`src/rtl/fp_round.sv`:
```
`default_nettype none
// ============================================================================
//  Module      : fp_round
//  Description : Floating-point rounding stage. Rounds a normalized mantissa
//                (hidden/fraction/guard/round/sticky) to P fraction bits in
//                nearest-even or toward-zero mode. Handles exponent carry,
//                overflow to infinity or max-finite, signed zero and flags.
//                The output register is backed by a one-entry skid buffer.
//                Optional macro FP_ROUND_STICKY_FLAGS_EN enables accumulation
//                of flags_sticky across items accepted downstream.
//  Revision    : 1.0 - initial release
// ============================================================================
module fp_round #(
    parameter int P = 23
) (
    input  logic         clk,
    input  logic         rst,
    input  logic         valid_in,
    output logic         ready_in,
    input  logic [P+3:0] mant_in,
    input  logic [7:0]   exp_in,
    input  logic         sign_in,
    input  logic         round_mode,
    input  logic [4:0]   flags_in,
    output logic         valid_out,
    input  logic         ready_out,
    output logic [P+8:0] result,
    output logic [4:0]   flags,
    input  logic         flags_clr,
    output logic [4:0]   flags_sticky
);

    localparam int W = P + 9;

    logic         w_inc;
    logic         w_inexact;
    logic         w_carry;
    logic         w_ovf;
    logic [P+4:0] w_sum;
    logic [8:0]   w_exp9;
    logic [P-1:0] w_frac;
    logic [W-1:0] w_res;
    logic [4:0]   w_flags;

    logic         out_valid_q, out_valid_d;
    logic [W-1:0] out_data_q,  out_data_d;
    logic [4:0]   out_flags_q, out_flags_d;
    logic         skid_valid_q, skid_valid_d;
    logic [W-1:0] skid_data_q,  skid_data_d;
    logic [4:0]   skid_flags_q, skid_flags_d;

    logic         w_accept;
    logic         w_pop;
    logic         w_out_free;

    logic [2:0]   unused_sum_bits;
    assign unused_sum_bits = w_sum[2:0];

    // Rounding datapath: increment decision, carry renormalisation, overflow
    // saturation and zero handling, all combinational on the input item.
    always_comb begin
        w_inexact = |mant_in[2:0];
        w_inc     = !round_mode && mant_in[2] && (mant_in[3] || mant_in[1] || mant_in[0]);
        w_sum     = {1'b0, mant_in} + {{(P+1){1'b0}}, w_inc, 3'b000};
        w_carry   = w_sum[P+4];
        w_frac    = w_carry ? w_sum[P+3:4] : w_sum[P+2:3];
        w_exp9    = {1'b0, exp_in} + {8'd0, w_carry};
        w_ovf     = (w_exp9 >= 9'd255);
        w_res     = {sign_in, w_exp9[7:0], w_frac};
        w_flags   = flags_in | {2'b00, w_ovf, (exp_in == 8'd0) && w_inexact, w_inexact || w_ovf};
        if (w_ovf) begin
            // Nearest-even saturates to infinity, toward-zero to max finite.
            if (round_mode)
                w_res = {sign_in, 8'd254, {P{1'b1}}};
            else
                w_res = {sign_in, 8'd255, {P{1'b0}}};
        end
        if (mant_in == '0) begin
            w_res   = {sign_in, {(W-1){1'b0}}};
            w_flags = flags_in;
        end
    end

    // ready_in is the skid-empty bit, which is itself a register.
    assign ready_in   = !skid_valid_q;
    assign w_accept   = valid_in && ready_in;
    assign w_pop      = out_valid_q && ready_out;
    assign w_out_free = !out_valid_q || ready_out;

    // Output/skid next state: the skid drains into the output first so
    // order is preserved; a new item goes to the skid only when the output
    // is held. An accept while the skid is full cannot happen (ready_in=0).
    always_comb begin
        out_valid_d  = out_valid_q;
        out_data_d   = out_data_q;
        out_flags_d  = out_flags_q;
        skid_valid_d = skid_valid_q;
        skid_data_d  = skid_data_q;
        skid_flags_d = skid_flags_q;
        if (w_out_free) begin
            if (skid_valid_q) begin
                out_valid_d  = 1'b1;
                out_data_d   = skid_data_q;
                out_flags_d  = skid_flags_q;
                skid_valid_d = 1'b0;
            end else if (w_accept) begin
                out_valid_d  = 1'b1;
                out_data_d   = w_res;
                out_flags_d  = w_flags;
            end else begin
                out_valid_d  = 1'b0;
            end
        end else if (w_accept) begin
            skid_valid_d = 1'b1;
            skid_data_d  = w_res;
            skid_flags_d = w_flags;
        end
    end

    // Pipeline storage registers.
    always_ff @(posedge clk or posedge rst) begin
        if (rst) begin
            out_valid_q  <= 1'b0;
            out_data_q   <= '0;
            out_flags_q  <= '0;
            skid_valid_q <= 1'b0;
            skid_data_q  <= '0;
            skid_flags_q <= '0;
        end else begin
            out_valid_q  <= out_valid_d;
            out_data_q   <= out_data_d;
            out_flags_q  <= out_flags_d;
            skid_valid_q <= skid_valid_d;
            skid_data_q  <= skid_data_d;
            skid_flags_q <= skid_flags_d;
        end
    end

    assign valid_out = out_valid_q;
    assign result    = out_data_q;
    assign flags     = out_flags_q;

`ifdef FP_ROUND_STICKY_FLAGS_EN
    logic [4:0] sticky_q, sticky_d;

    // Clear first, then OR in the item popped this cycle so a same-cycle
    // flag survives the clear.
    always_comb begin
        sticky_d = (flags_clr ? 5'd0 : sticky_q) | (w_pop ? out_flags_q : 5'd0);
    end

    // Sticky flag register.
    always_ff @(posedge clk or posedge rst) begin
        if (rst)
            sticky_q <= '0;
        else
            sticky_q <= sticky_d;
    end

    assign flags_sticky = sticky_q;
`else
    logic unused_sticky_inputs;
    assign unused_sticky_inputs = flags_clr ^ w_pop;
    assign flags_sticky = 5'd0;
`endif

endmodule
`default_nettype wire
```
`config.mk`:
```
export PLATFORM = sky130hd
export DESIGN_NAME = fp_round
export DESIGN_NICKNAME = d
export VERILOG_FILES = /design/src/rtl/fp_round.sv
export SDC_FILE = /design/constraint.sdc
export NUM_CORES = 1
export LEC_CHECK = 0
export BUFFER_PORTS_ARGS = -buffer_cell sky130_fd_sc_hd__buf_4
export CORE_UTILIZATION = 35
export CTS_CLUSTER_SIZE = 28
export DETAILED_ROUTE_END_ITERATION = 7
export GPL_TIMING_DRIVEN = 0
export HOLD_SLACK_MARGIN = 0.15
export SYNTH_ARGS = -nofsm -noshare
export SYNTH_HDL_FRONTEND = slang
export SYNTH_SLANG_ARGS = --single-unit
```
`constraint.sdc`:
```
create_clock -name clk -period 6.8 [get_ports clk]
set_clock_uncertainty 0.2 [all_clocks]
set_input_delay 1.36 -clock clk [delete_from_list [all_inputs] [get_ports clk]]
set_output_delay 1.36 -clock clk [all_outputs]
set_load 0.05 [all_outputs]
```
[Word-level counts from Yosys, hierarchy flattened]
Cells that the tools add are included.
Storage, ports and cells
  flip-flop bits (word level): 76
  input bits: 47
  output and inout bits: 44
  word-level logic and storage cells: 42
Operators by class
  add/sub/neg operators: 2
  magnitude comparators: 1
  multiplexer cells: 13
  bitwise gates (word level): 2
  reduce and logical (&&, ||, !) cells: 18
Operators with widths (count)
  two-way mux 32 bit: 2
  two-way mux 31 bit: 2
  adder 27 x 4 -> 28 bit: 1
  logical NOT 27 bit: 1
  two-way mux 24 bit: 1
  two-way mux 23 bit: 1
  two-way mux 5 bit: 3
  adder 8 x 1 -> 9 bit: 1
  greater-or-equal comparator 9 x 8 -> 1 bit (second input constant): 1
  logical NOT 8 bit: 1
  bitwise OR 5 x 3 -> 5 bit: 1
  logical AND 1 bit: 4
  logical OR 1 bit: 4
  two-way mux 1 bit: 4
  AND reduction 2 bit: 2
  nonzero test 2 bit: 2
  logical NOT 1 bit: 3
  OR reduction 3 bit: 1
  NOT 1 bit: 1

[Depth between registers and ports, before layout]
Gate-level depths: netlist (run 1).
  depth in word-level cells: 11
  gate-level depth with buffers: 16
  gate-level depth less buffers: 13

[Worst setup path before layout (run 1)]
No wires, ideal clock.
  kind: input to register
  start: in mant_in[1]
  end: reg skid_data_q[17]
  setup time: 0.076 ns
  data arrival time: 4.163 ns
  required time: 6.524 ns
  setup slack: 2.361 ns
  stages: 15
  buffers on the path: 2
  cells stage by stage: nor3_1 nor3b_1 ha_1 ha_1 and3_1 clkbuf_1 nand4_1 nor2_1 ha_1 nor4bb_1 o31ai_1 nor3_1 or4_4 buf_2 o21ai_1
On the way
  cells in the longest elaborated chain, start to end: 8
  elaborated cells between the ends (all ways): 10
  those cells by class: 2 x add/sub; 1 x order compare; 3 x mux; 4 x reduce/logical
Ends and longest elaborated chain
  start, declared: RTL line 20  | input logic [P+3:0] mant_in,
  logical OR 1 bit (2 in a row): RTL line 63  | w_inc = !round_mode && mant_in[2] && (mant_in[3] || mant_in[1] || mant_in[0]);
  logical AND 1 bit: RTL line 63
  adder 27 x 4 -> 28 bit: RTL line 64  | w_sum = {1'b0, mant_in} + {{(P+1){1'b0}}, w_inc, 3'b000};
  adder 8 x 1 -> 9 bit: RTL line 67  | w_exp9 = {1'b0, exp_in} + {8'd0, w_carry};
  greater-or-equal comparator 9 x 8 -> 1 bit: RTL line 68  | w_ovf = (w_exp9 >= 9'd255);
  two-way mux 31 bit: RTL line 71  | if (w_ovf) begin
  two-way mux 31 bit *: RTL line 78  | if (mant_in == '0) begin
  end signal, assigned: RTL line 134  | skid_data_q <= skid_data_d;
  end, declared: RTL line 49  | logic [W-1:0] skid_data_q, skid_data_d;
Mark *: on every way between the ends. The rest lies on a longest branch, timed or not.
A chain may end at the register's enable or synchronous reset.

[Worst setup path after layout (run 1)]
  start: in round_mode
  end: reg out_data_q[2] (netlist: result[2])
On the way
  cells in the longest elaborated chain, start to end: 10
  elaborated cells between the ends (all ways): 12
  those cells by class: 2 x add/sub; 1 x order compare; 6 x mux; 3 x reduce/logical
Ends and longest elaborated chain
  start, declared: RTL line 23  | input logic round_mode,
  logical NOT 1 bit: RTL line 63
  logical AND 1 bit (2 in a row): RTL line 63
  adder 27 x 4 -> 28 bit: RTL line 64
  adder 8 x 1 -> 9 bit: RTL line 67
  greater-or-equal comparator 9 x 8 -> 1 bit: RTL line 68
  two-way mux 31 bit *: RTL line 71
  two-way mux 31 bit *: RTL line 78
  two-way mux 32 bit *: RTL line 106  | end else if (w_accept) begin
  two-way mux 32 bit *: RTL line 101  | if (skid_valid_q) begin
  end signal, assigned: RTL line 131  | out_data_q <= out_data_d;
  end, declared: RTL line 46  | logic [W-1:0] out_data_q, out_data_d;
Mark *: on every way between the ends. The rest lies on a longest branch, timed or not. The select of a mux whose other input is x is not followed.

==> results of run 1 <==
==> state kept, by name (all words and copies together) (netlist names) <==
register and count:
flags 5, result 32, skid_data_q 32, skid_flags_q 5, skid_valid_q 1, valid_out 1
==> cell usage in the layout, fill, tap and decap left out, types with 8 or more instances in the layout <==
cell       netlist  final
a21oi_1         52     52
and3_1          10     10
buf_4            6     87
clkbuf_1        26     26
clkbuf_16        0      9
dfrtp_1         76     76
nand2_1         53     53
nand3_1         13     13
nand4_1         13     13
nor2_1          40     40
nor3_1          18     18
nor4_1           8      8
o21ai_0         20     20
o21ai_1         26     26
o22ai_1         25     25
or3_1            8      8
xnor2_1         10     10
==> area by class of cell <==
type | count | area [sq um] | area share (%)
buffer | 36 | 175 | 3.27
clock buffer | 12 | 267 | 4.98
clock inverter | 4 | 70.1 | 1.31
inverter | 4 | 17.5 | 0.327
multi-input combinational | 370 | 2120 | 39.5
sequential | 76 | 1900 | 35.5
tap | 143 | 179 | 3.34
timing repair buffer | 82 | 628 | 11.7
==> per-layer routing <==
layer	wire length [um]	track usage [%]	share of wire [%]	vias to the layer above
met5	0	0	0	-
met4	197	6.76	1.6	0
met3	668	4.03	5.3	14
met2	5580	30.1	45	122
met1	6060	31.2	48	1927
li1	-	-	-	1951
==> worst max-delay path, delay by kind of cell <==
| family | cells | cell delay (ns) |
|---|---|---|
| simple gates | 6 | 1.41 |
| compound gates | 3 | 0.73 |
| fa+ha+maj | 3 | 0.81 |
| buf+inv | 3 | 0.71 |
==> power breakdown <==
part	switching [mW]	leakage [nW]	total, mW	internal, mW
Combinational	0.314	1.26	0.463	0.148
Sequential	0.0509	0.907	0.592	0.541
Clock	0.180	0.169	0.530	0.350
Total	0.545	2.34	1.58	1.04
==> stage by stage <==
| step | std cells | setup WS [ns] | instance area (sq um) | hold slack (ns) | total power, mW |
|---|---|---|---|---|---|
| 2_1_floorplan | 486 | 2.36 | 4210 | 0.242 | 0.900 |
| 3_3_place_gp | 710 | 1.45 | 4990 | 0.255 | 1.05 |
| 3_5_place_dp | 711 | 1.44 | 5020 | 0.263 | 1.06 |
| 4_1_cts | 727 | 1.79 | 5350 | 0.276 | 1.60 |
| 5_1_grt | 727 | 1.39 | 5350 | 0.294 | 1.65 |
| 6_report | 727 | 1.77 | 5350 | 0.274 | 1.58 |
==> worst max path at each step <==
stage,startpoint,end,cells past startpoint
final,round_mode,result[2],15
after global routing,round_mode,result[2],15
after CTS,round_mode,skid_data_q[0],15
after detailed placement,round_mode,skid_data_q[0],15
after global placement,round_mode,result[0],15
after floorplan,mant_in[1],skid_data_q[17],15
==> logic make-up after synthesis <==
logic type	after synthesis	share of synthesized area [%]
AND/OR/NAND/NOR	193	24.2
AO/OA/AOI/OAI	146	19.8
flip-flops	76	45.4
buffers and inverters	40	4.54
XOR/XNOR	17	3.55
multiplexers	5	1.22
adder cells (fa/ha/maj)	4	1.19
other	1	0.0894
==> reports/metrics.cfg, run 1 <==
[status]
status=complete, but fails checks
violations=design-rule violations

[setup_path]
path_cells=buf_4, nor3b_1, ha_1, ha_1, and3_1, clkbuf_1, nand4_1, nor2_1, ha_1, nor4bb_1, o31ai_1, a21oi_1, clkbuf_1, nor3_1, o22ai_1
cp_slowest_cell=nor3_1
crit_fanout=10
ff2ff_path_depth=8
cp-start-kind=input pin
rrSetupSlack_ns=4.30
endpoint_kind=register
r2r-end=result[1]
critPathKind=in2reg
critPathMaxStageDelay_ns=0.55
cp.required_ns=6.79
crit_path_frequent_cell=ha_1
crit-reg2reg-launch=valid_out
crit_arrival_ns=5.02

[layout]
syn2layout_area_growth_pct=27.7
final_util_pct=46.3
antenna_cells=0
fill_cells=1133
drive_gt1_share_pct=20.4
nets=630

[placement]
dp.final_hpwl_mm=9.36
gp_congestion=0.885
portBuffers=81

[timing]
drv_slew=0
setup_violations=0
fin_setup_tns_ns=0
fmax_ghz=0.199
rsz0062_at_grt=no
finalHoldViolations=0
finalCriticalPeriod_ns=5.03
tightestPinTransition_ns=0.833
timing.final.crit_share_pct=74.0
slew_headroom_pct=44.3

[global_route]
gr-total-overflow=0
first_global_vias=3667
grtUsageTotal_pct=20.9
grt_pass1_wl_mm=20.2
grt_max_degree=41
antenna_found_initial=0

[routing]
routed_wl_mm=12.5
drc=5
vias=4014
ant_nets=0
routedWlPerCell_um=17.2
viasPerCell=5.52
dr.pass1.iters=7
drt_iter0_markers=239

[die]
rows=39
coreArea_sq_mm=0.0116
start_util_pct=36.3
ios=91
fp.dieH_um=111
die_w_um=111
dieArea_sq_mm=0.0124

[clocking]
clkLatencyLatePin_ns=0.33
clkTransAtPathRegs_ns=0.06
clock_path_buffers=2
ctsRootBufferMaster=clkbuf_16
cts_hold_buf=0
htreeDepth=3
clkSinkCount=76
cts_resized=0
cts_setup_buffers=0
cts_tree=built
cts_buffers=9

[power]
leakage_nw=2.34
max-vdd-ir-drop_uv=135
power_density_mw_per_mm2=296

[hold_path]
hp-start=skid_flags_q[3]
hold_depth=2
hold_path_end=skid_flags_q[3]
hold_class=reg2reg

[synth]
ys_top_cells_by_area=dfrtp_1 45%, a21oi_1 6.2%, nand2_1 4.7%, o22ai_1 3.7%, nor2_1 3.6%
syn_inst=482
avgSynthCellArea_sq_um=8.70
synth_warnings=0
synth_common_cells=76 x dfrtp_1, 53 x nand2_1, 52 x a21oi_1
syn_area_sq_mm=0.00419
async_reset_ff_share_pct=100
synth-main-ff-cell=dfrtp_1
synth_cell_types=55
synth_edf_count=0
ys_ff_latch=76
synth_largest_area_cell=dfrtp_1
ys_seq_area_share_pct=45.4
synth.most_common_cell=dfrtp_1
synth_top_area_share_pct=45.4

[flow_run]
maxCapViolations=0

Note: power is estimated with default switching activity, not from simulation.
==> run 2: changes to the inputs <==
--- a/config.mk
+++ b/config.mk
@@ -5,6 +5,7 @@
 export SDC_FILE = /design/constraint.sdc
 export NUM_CORES = 1
 export LEC_CHECK = 0
+export ABC_AREA = 1
 export BUFFER_PORTS_ARGS = -buffer_cell sky130_fd_sc_hd__buf_4
 export CORE_UTILIZATION = 35
 export CTS_CLUSTER_SIZE = 28
==> constraint.sdc (replaced) <==
create_clock -name clk -period 4.2 [get_ports clk]
set_clock_uncertainty 0.2 [all_clocks]
set_input_delay 0.84 -clock clk [delete_from_list [all_inputs] [get_ports clk]]
set_output_delay 0.84 -clock clk [all_outputs]
set_load 0.05 [all_outputs]
==> run 2 against run 1 <==
Against the previous run:
- the run now ends clean
- sequential share of layout area is 4.1 points lower
- synthesized cell count is 49% higher
- setup slack worse by 1.5 ns
==> reports/metrics.cfg, run 2 <==
[layout]
mostFrequentLayoutCells=275 x nand2_1, 95 x buf_4, 91 x nor2_1, 76 x dfrtp_1, 62 x nand3_1
register_area_sq_mm=0.00190
final_common_cell=nand2_1
drive_gt1_share_pct=17.5
nets=874
antenna_cells=0
final_area_sq_mm=0.00605
syn2layout_area_growth_pct=28.4
fill_cells=1409
multiInputGateArea_sq_mm=0.00256

[global_route]
grt_pass1_wl_mm=21.8
antenna_found_initial=0
grt_max_degree=42
gr-total-overflow=0
grtUsageTotal_pct=19.5
first_global_vias=4422

[timing]
slew_headroom_pct=58.0
fmax_ghz=0.252
tightestPinTransition_ns=0.627
timing.final.crit_share_pct=94.6
timing.final.ws_setup_ns=0.226
finalCriticalPeriod_ns=3.97
drv_slew=0
whs_ns=0.275
finalHoldViolations=0
setup_violations=0

[routing]
routed_wl_mm=13.2
routedWlPerCell_um=13.2
dr.pass1.iters=4
ant_nets=0
drc=0
viasPerCell=4.81
drt_iter0_markers=282
vias=4829

[die]
die_w_um=118
start_util_pct=35.7
rows=42
dieArea_sq_mm=0.0139
ios=91
coreArea_sq_mm=0.0132
fp.dieH_um=118

[clocking]
cts_buffers=9
clkSinkCount=76
htreeDepth=3
clock_path_buffers=2
clkLatencyLatePin_ns=0.34
ctsRootBufferMaster=clkbuf_16
cts_tree=built
clkTransAtPathRegs_ns=0.05

[setup_path]
critPathMaxStageDelay_ns=0.30
cp-start-kind=input pin
crit_arrival_ns=4.00
crit_fanout=5
critPathKind=in2reg
crit_path_frequent_cell=nand2_1
cp.required_ns=4.22
path_cells=buf_4, nor3_2, ha_2, ha_4, nand3_1, inv_1, nand3_2, nor2_4, nand2_2, nor4_4, ha_2, nand2_1, nor2_2, nand2_1, nand2_1, nand2_1, nand3_1, nor2_4, nor2_2, nand2_1, nand3_1, nand2_1, nand2_1, nand2_1
endpoint_kind=register
cp_slowest_cell=nor4_4
ff2ff_path_depth=8

[flow_run]
maxCapViolations=0

[placement]
portBuffers=84
dp.final_hpwl_mm=10.2
gp_congestion=0.907
dp_worst_setup_slack_ns=-0.817
post_dp_cell_area_sq_mm=0.00560

[synth]
synth_largest_area_cell=dfrtp_1
synth_edf_count=0
synth_common_cells=278 x nand2_1, 96 x nor2_1, 76 x dfrtp_1
syn_inst=716
synth_cell_types=30
syn_area_sq_mm=0.00471
ys_seq_area_share_pct=40.4
async_reset_ff_share_pct=100
ys_ff_latch=76
avgSynthCellArea_sq_um=6.58
synth.most_common_cell=nand2_1
synth_warnings=0
synth_top_area_share_pct=40.4
ys_top_cells_by_area=dfrtp_1 40%, nand2_1 22%, nor2_1 7.6%, nand3_1 6.9%, o21ai_0 4.1%
synth-main-ff-cell=dfrtp_1

[power]
power_density_mw_per_mm2=419
leakage_nw=3.26
max-vdd-ir-drop_uv=215

[hold_path]
hold_class=reg2reg
hold_depth=2

[status]
status=complete, no violations

-- run 2: path summary, 6_finish.rpt --
| kind | startpoint | to | slack, ns |
|---|---|---|---|
| min in group asynchronous | rst | result[8] | 0.33 |
| setup / recovery | round_mode | result[8] | 0.23 |
| hold / removal | result[6] | result[6] | 0.28 |
| setup reg to reg | skid_valid_q | result[12] | 1.93 |
| hold reg to reg | result[6] | result[6] | 0.28 |
| max in group asynchronous | rst | result[28] | 2.91 |
-- run 2: worst max-delay path: cells and delay by family --
| family | cells | cell delay, ns |
|---|---|---|
| buffers and inverters | 2 | 0.23 |
| and+or+nand+nor | 19 | 2.25 |
| adders and majority gates | 3 | 0.66 |
-- run 2: kinds of logic (layout without fill, tap and decap cells) --
kind of cell	count (synthesis)	in the layout	synth area share, %
AO/OA/AOI/OAI	63	63	7.04
XOR/XNOR	11	11	2.05
adder cells (fa/ha/maj)	4	4	1.06
buffers and inverters	86	193	7.68
flip-flops	76	76	40.4
other	1	5	0.0796
AND/OR/NAND/NOR	475	476	41.7
-- run 2: report_power, final --
group / total (mW) / internal [mW] / switching [mW]
Sequential: 0.958 / 0.881 / 0.0776
Clock: 0.783 / 0.490 / 0.293
Combinational: 0.795 / 0.249 / 0.546
-- run 2: repair_timing --
action | CTS | global route
pin swaps | 0 | 7
endpoints found under the setup margin | 64 | 64
gates resized for setup | 7 | 18
setup buffers | 0 | 6
cloned | 0 | 1
hold buffers | 0 | 0
-- run 2: per-stage QoR --
| step | instances | setup TNS (ns) | utilization (%) | power, mW |
|---|---|---|---|---|
| 2_1_floorplan | 720 | 0 | - | 1.50 |
| 3_3_place_gp | 980 | -40.76 | 42.3 | 1.75 |
| 3_5_place_dp | 981 | -44.01 | 42.4 | 1.76 |
| 4_1_cts | 997 | 0 | 45.0 | 2.55 |
| 5_1_grt | 1004 | -0.00131 | 45.9 | 2.67 |
| 6_report | 1004 | 0 | 45.9 | 2.54 |
-- run 2: cell type report --
| class | count | share of cell area [%] |
|---|---|---|
| multi-input combinational | 559 | 42.4 |
| timing repair buffer | 91 | 11.5 |
| inverter | 51 | 3.21 |
| buffer | 35 | 2.83 |
| clock inverter | 4 | 0.786 |
| sequential | 76 | 31.4 |
| clock buffer | 12 | 4.24 |
| tap | 176 | 3.64 |
-- run 2: layer usage --
layer  part of all wire [%]  global-route usage (%)  wire length, um
met3                    4.6                    2.18              610
met5                      0                       0                0
met1                     48                    28.2             6380
met2                     45                    29.9             5970
met4                    2.1                    7.45              278
==> run 3: changes to the inputs <==
--- a/config.mk
+++ b/config.mk
@@ -7,11 +7,15 @@
 export LEC_CHECK = 0
 export ABC_AREA = 1
 export BUFFER_PORTS_ARGS = -buffer_cell sky130_fd_sc_hd__buf_4
-export CORE_UTILIZATION = 35
+export CELL_PAD_IN_SITES_DETAIL_PLACEMENT = 0
+export CELL_PAD_IN_SITES_GLOBAL_PLACEMENT = 2
+export CORE_UTILIZATION = 32
 export CTS_CLUSTER_SIZE = 28
 export DETAILED_ROUTE_END_ITERATION = 7
 export GPL_TIMING_DRIVEN = 0
 export HOLD_SLACK_MARGIN = 0.15
+export PLACE_DENSITY_LB_ADDON = 0.1
+export SLEW_MARGIN = 20
 export SYNTH_ARGS = -nofsm -noshare
 export SYNTH_HDL_FRONTEND = slang
 export SYNTH_SLANG_ARGS = --single-unit
==> constraint.sdc (replaced) <==
create_clock -name clk -period 4.88 [get_ports clk]
set_clock_uncertainty 0.2 [all_clocks]
set_input_delay 0.976 -clock clk [delete_from_list [all_inputs] [get_ports clk]]
set_output_delay 0.976 -clock clk [all_outputs]
set_load 0.05 [all_outputs]
==> run 3 against run 2 <==
Against the previous run:
- clock-buffer cell count increased by 2
- clock power decreased by 24%
- worst hold slack got worse by 0.0051 ns
- total power decreased by 17%
- critical endpoint is now result[0]
- register-to-register slack improved by 0.64 ns
- largest cell class unchanged
- critical path depth decreased by 1
- critical path type unchanged
- global-route usage increased by 0.12 points
- combinational power decreased by 14%
- setup slack improved by 0.25 ns
- wire length increased by 7.3%
==> reports/metrics.cfg, run 3 (synthesis gave the netlist of run 2 again) <==
[status]
status=complete, no violations

[layout]
syn2layout_area_growth_pct=25.3
final_common_cell=nand2_1
post_layout_nonfiller_instances=1001
drive_gt1_share_pct=14.6
multiInputGateArea_sq_mm=0.00249
antenna_cells=0
nets=867
fill_cells=1541
register_area_sq_mm=0.00190
mostFrequentLayoutCells=277 x nand2_1, 96 x nor2_1, 89 x buf_4, 76 x dfrtp_1, 65 x nand3_1

[timing]
finalHoldViolations=0
whs_ns=0.270
finalCriticalPeriod_ns=4.40
tightestPinTransition_ns=0.652
rsz0062_at_grt=no
timing.final.crit_share_pct=90.2
setup_violations=0
fmax_ghz=0.227
timing.final.ws_setup_ns=0.479
slew_headroom_pct=56.4
drv_slew=0

[placement]
gp_congestion=0.821
portBuffers=84
dp.final_hpwl_mm=11.2
dp_worst_setup_slack_ns=-0.429
place.detailed.instances=985

[clocking]
cts_buffers=9
htreeDepth=3
clkTransAtPathRegs_ns=0.06
cts_setup_buffers=0
clkSinkCount=76
ctsRootBufferMaster=clkbuf_16
clock_path_buffers=2
cts_tree=built
clkLatencyLatePin_ns=0.33

[die]
ios=91
coreArea_sq_mm=0.0141
start_util_pct=33.4
rows=43
die_w_um=123
dieArea_sq_mm=0.0152
fp.dieH_um=123

[flow_run]
maxCapViolations=0

[routing]
drc=0
routedWlPerCell_um=14.2
dr.pass1.iters=4
viasPerCell=4.76
ant_nets=0
drt_iter0_markers=248
routed_wl_mm=14.2
vias=4760

[setup_path]
crit_arrival_ns=4.42
crit_path_frequent_cell=nand2_1
cp-start-kind=input pin
crit_fanout=10
endpoint_kind=register
critPathMaxStageDelay_ns=0.29
crit-reg2reg-launch=skid_valid_q
path_cells=buf_4, nor3_1, ha_2, ha_2, nand3_1, inv_1, nand3_1, nor2_1, nand2_1, nor4_4, ha_1, nand2_1, nor2_1, nand3_1, nand2_1, nand3_2, nand2_2, nand2_4, buf_6, nand3_1, nand2_1, nand2_1, nand2_1
critPathKind=in2reg
cp-startpoint=round_mode
cp.required_ns=4.90
cp_slowest_cell=ha_2

[hold_path]
hp-start=skid_flags_q[0]
hold_class=reg2reg

[power]
leakage_nw=3.20
max-vdd-ir-drop_uv=125
power_density_mw_per_mm2=357

[global_route]
grtUsageTotal_pct=19.7
grt_max_degree=46
first_global_vias=4464
antenna_found_initial=0
gr-total-overflow=0
grt_pass1_wl_mm=22.8

run 3: final cells by class:
| cell class | count | area share [%] |
|---|---|---|
| Multi-Input combinational cell | 558 | 42.2 |
| Clock inverter | 2 | 0.170 |
| Timing Repair Buffer | 85 | 11.1 |
| Buffer | 35 | 2.88 |
| Inverter | 51 | 3.29 |
| Sequential cell | 76 | 32.2 |
| Tap cell | 180 | 3.82 |
| Clock buffer | 14 | 4.30 |
run 3: routing by layer:
metal	wire, um	up-vias	GRT usage (%)
met4	153	0	5.57
met2	6450	111	31.6
met3	558	10	2.63
li1	-	2466	-
met1	7050	2173	27.4
met5	0	-	0
run 3: path summary, 6_finish.rpt:
| kind | endpoint | slack, ns | cells past startpoint |
|---|---|---|---|
| worst min-delay path | skid_flags_q[0] | 0.27 | 2 |
| worst min register to register | skid_flags_q[0] | 0.27 | 2 |
| min in group asynchronous | result[5] | 0.46 | 2 |
| max in group asynchronous | result[28] | 3.46 | 3 |
| worst max-delay path | result[0] | 0.48 | 23 |
| worst max register to register | result[15] | 2.57 | 8 |
run 3: critical path, delay by kind of cell:
family	cells	cell delay [ns]
AND/OR/NAND/NOR	17	2.27
buffers and inverters	3	0.34
adder cells (fa/ha/maj)	3	0.82
run 3: repair_timing:
item | 4_1_cts | 5_1_grt
hold buffers | 0 | 0
endpoints found under the setup margin | 15 | 59
gates resized for setup | 1 | 5
run 3: through the flow:
| stage | util [%] | power (mW) | TNS (ns) | instance area [sq um] |
|---|---|---|---|---|
| finish | 41.9 | 2.11 | 0 | 5900 |
| global route | 41.9 | 2.23 | 0 | 5900 |
| global placement | 39.6 | 1.51 | -15.01 | 5580 |
| CTS | 41.7 | 2.13 | 0 | 5880 |
| floorplan | - | 1.29 | 0 | 4730 |
| detailed placement | 39.8 | 1.52 | -18.59 | 5610 |
run 3: report_power, final:
part	internal (mW)	total, mW	leakage, nW	switching, mW
combinational	0.212	0.683	2.14	0.471
clock	0.357	0.598	0.131	0.241
sequential	0.758	0.827	0.928	0.0683
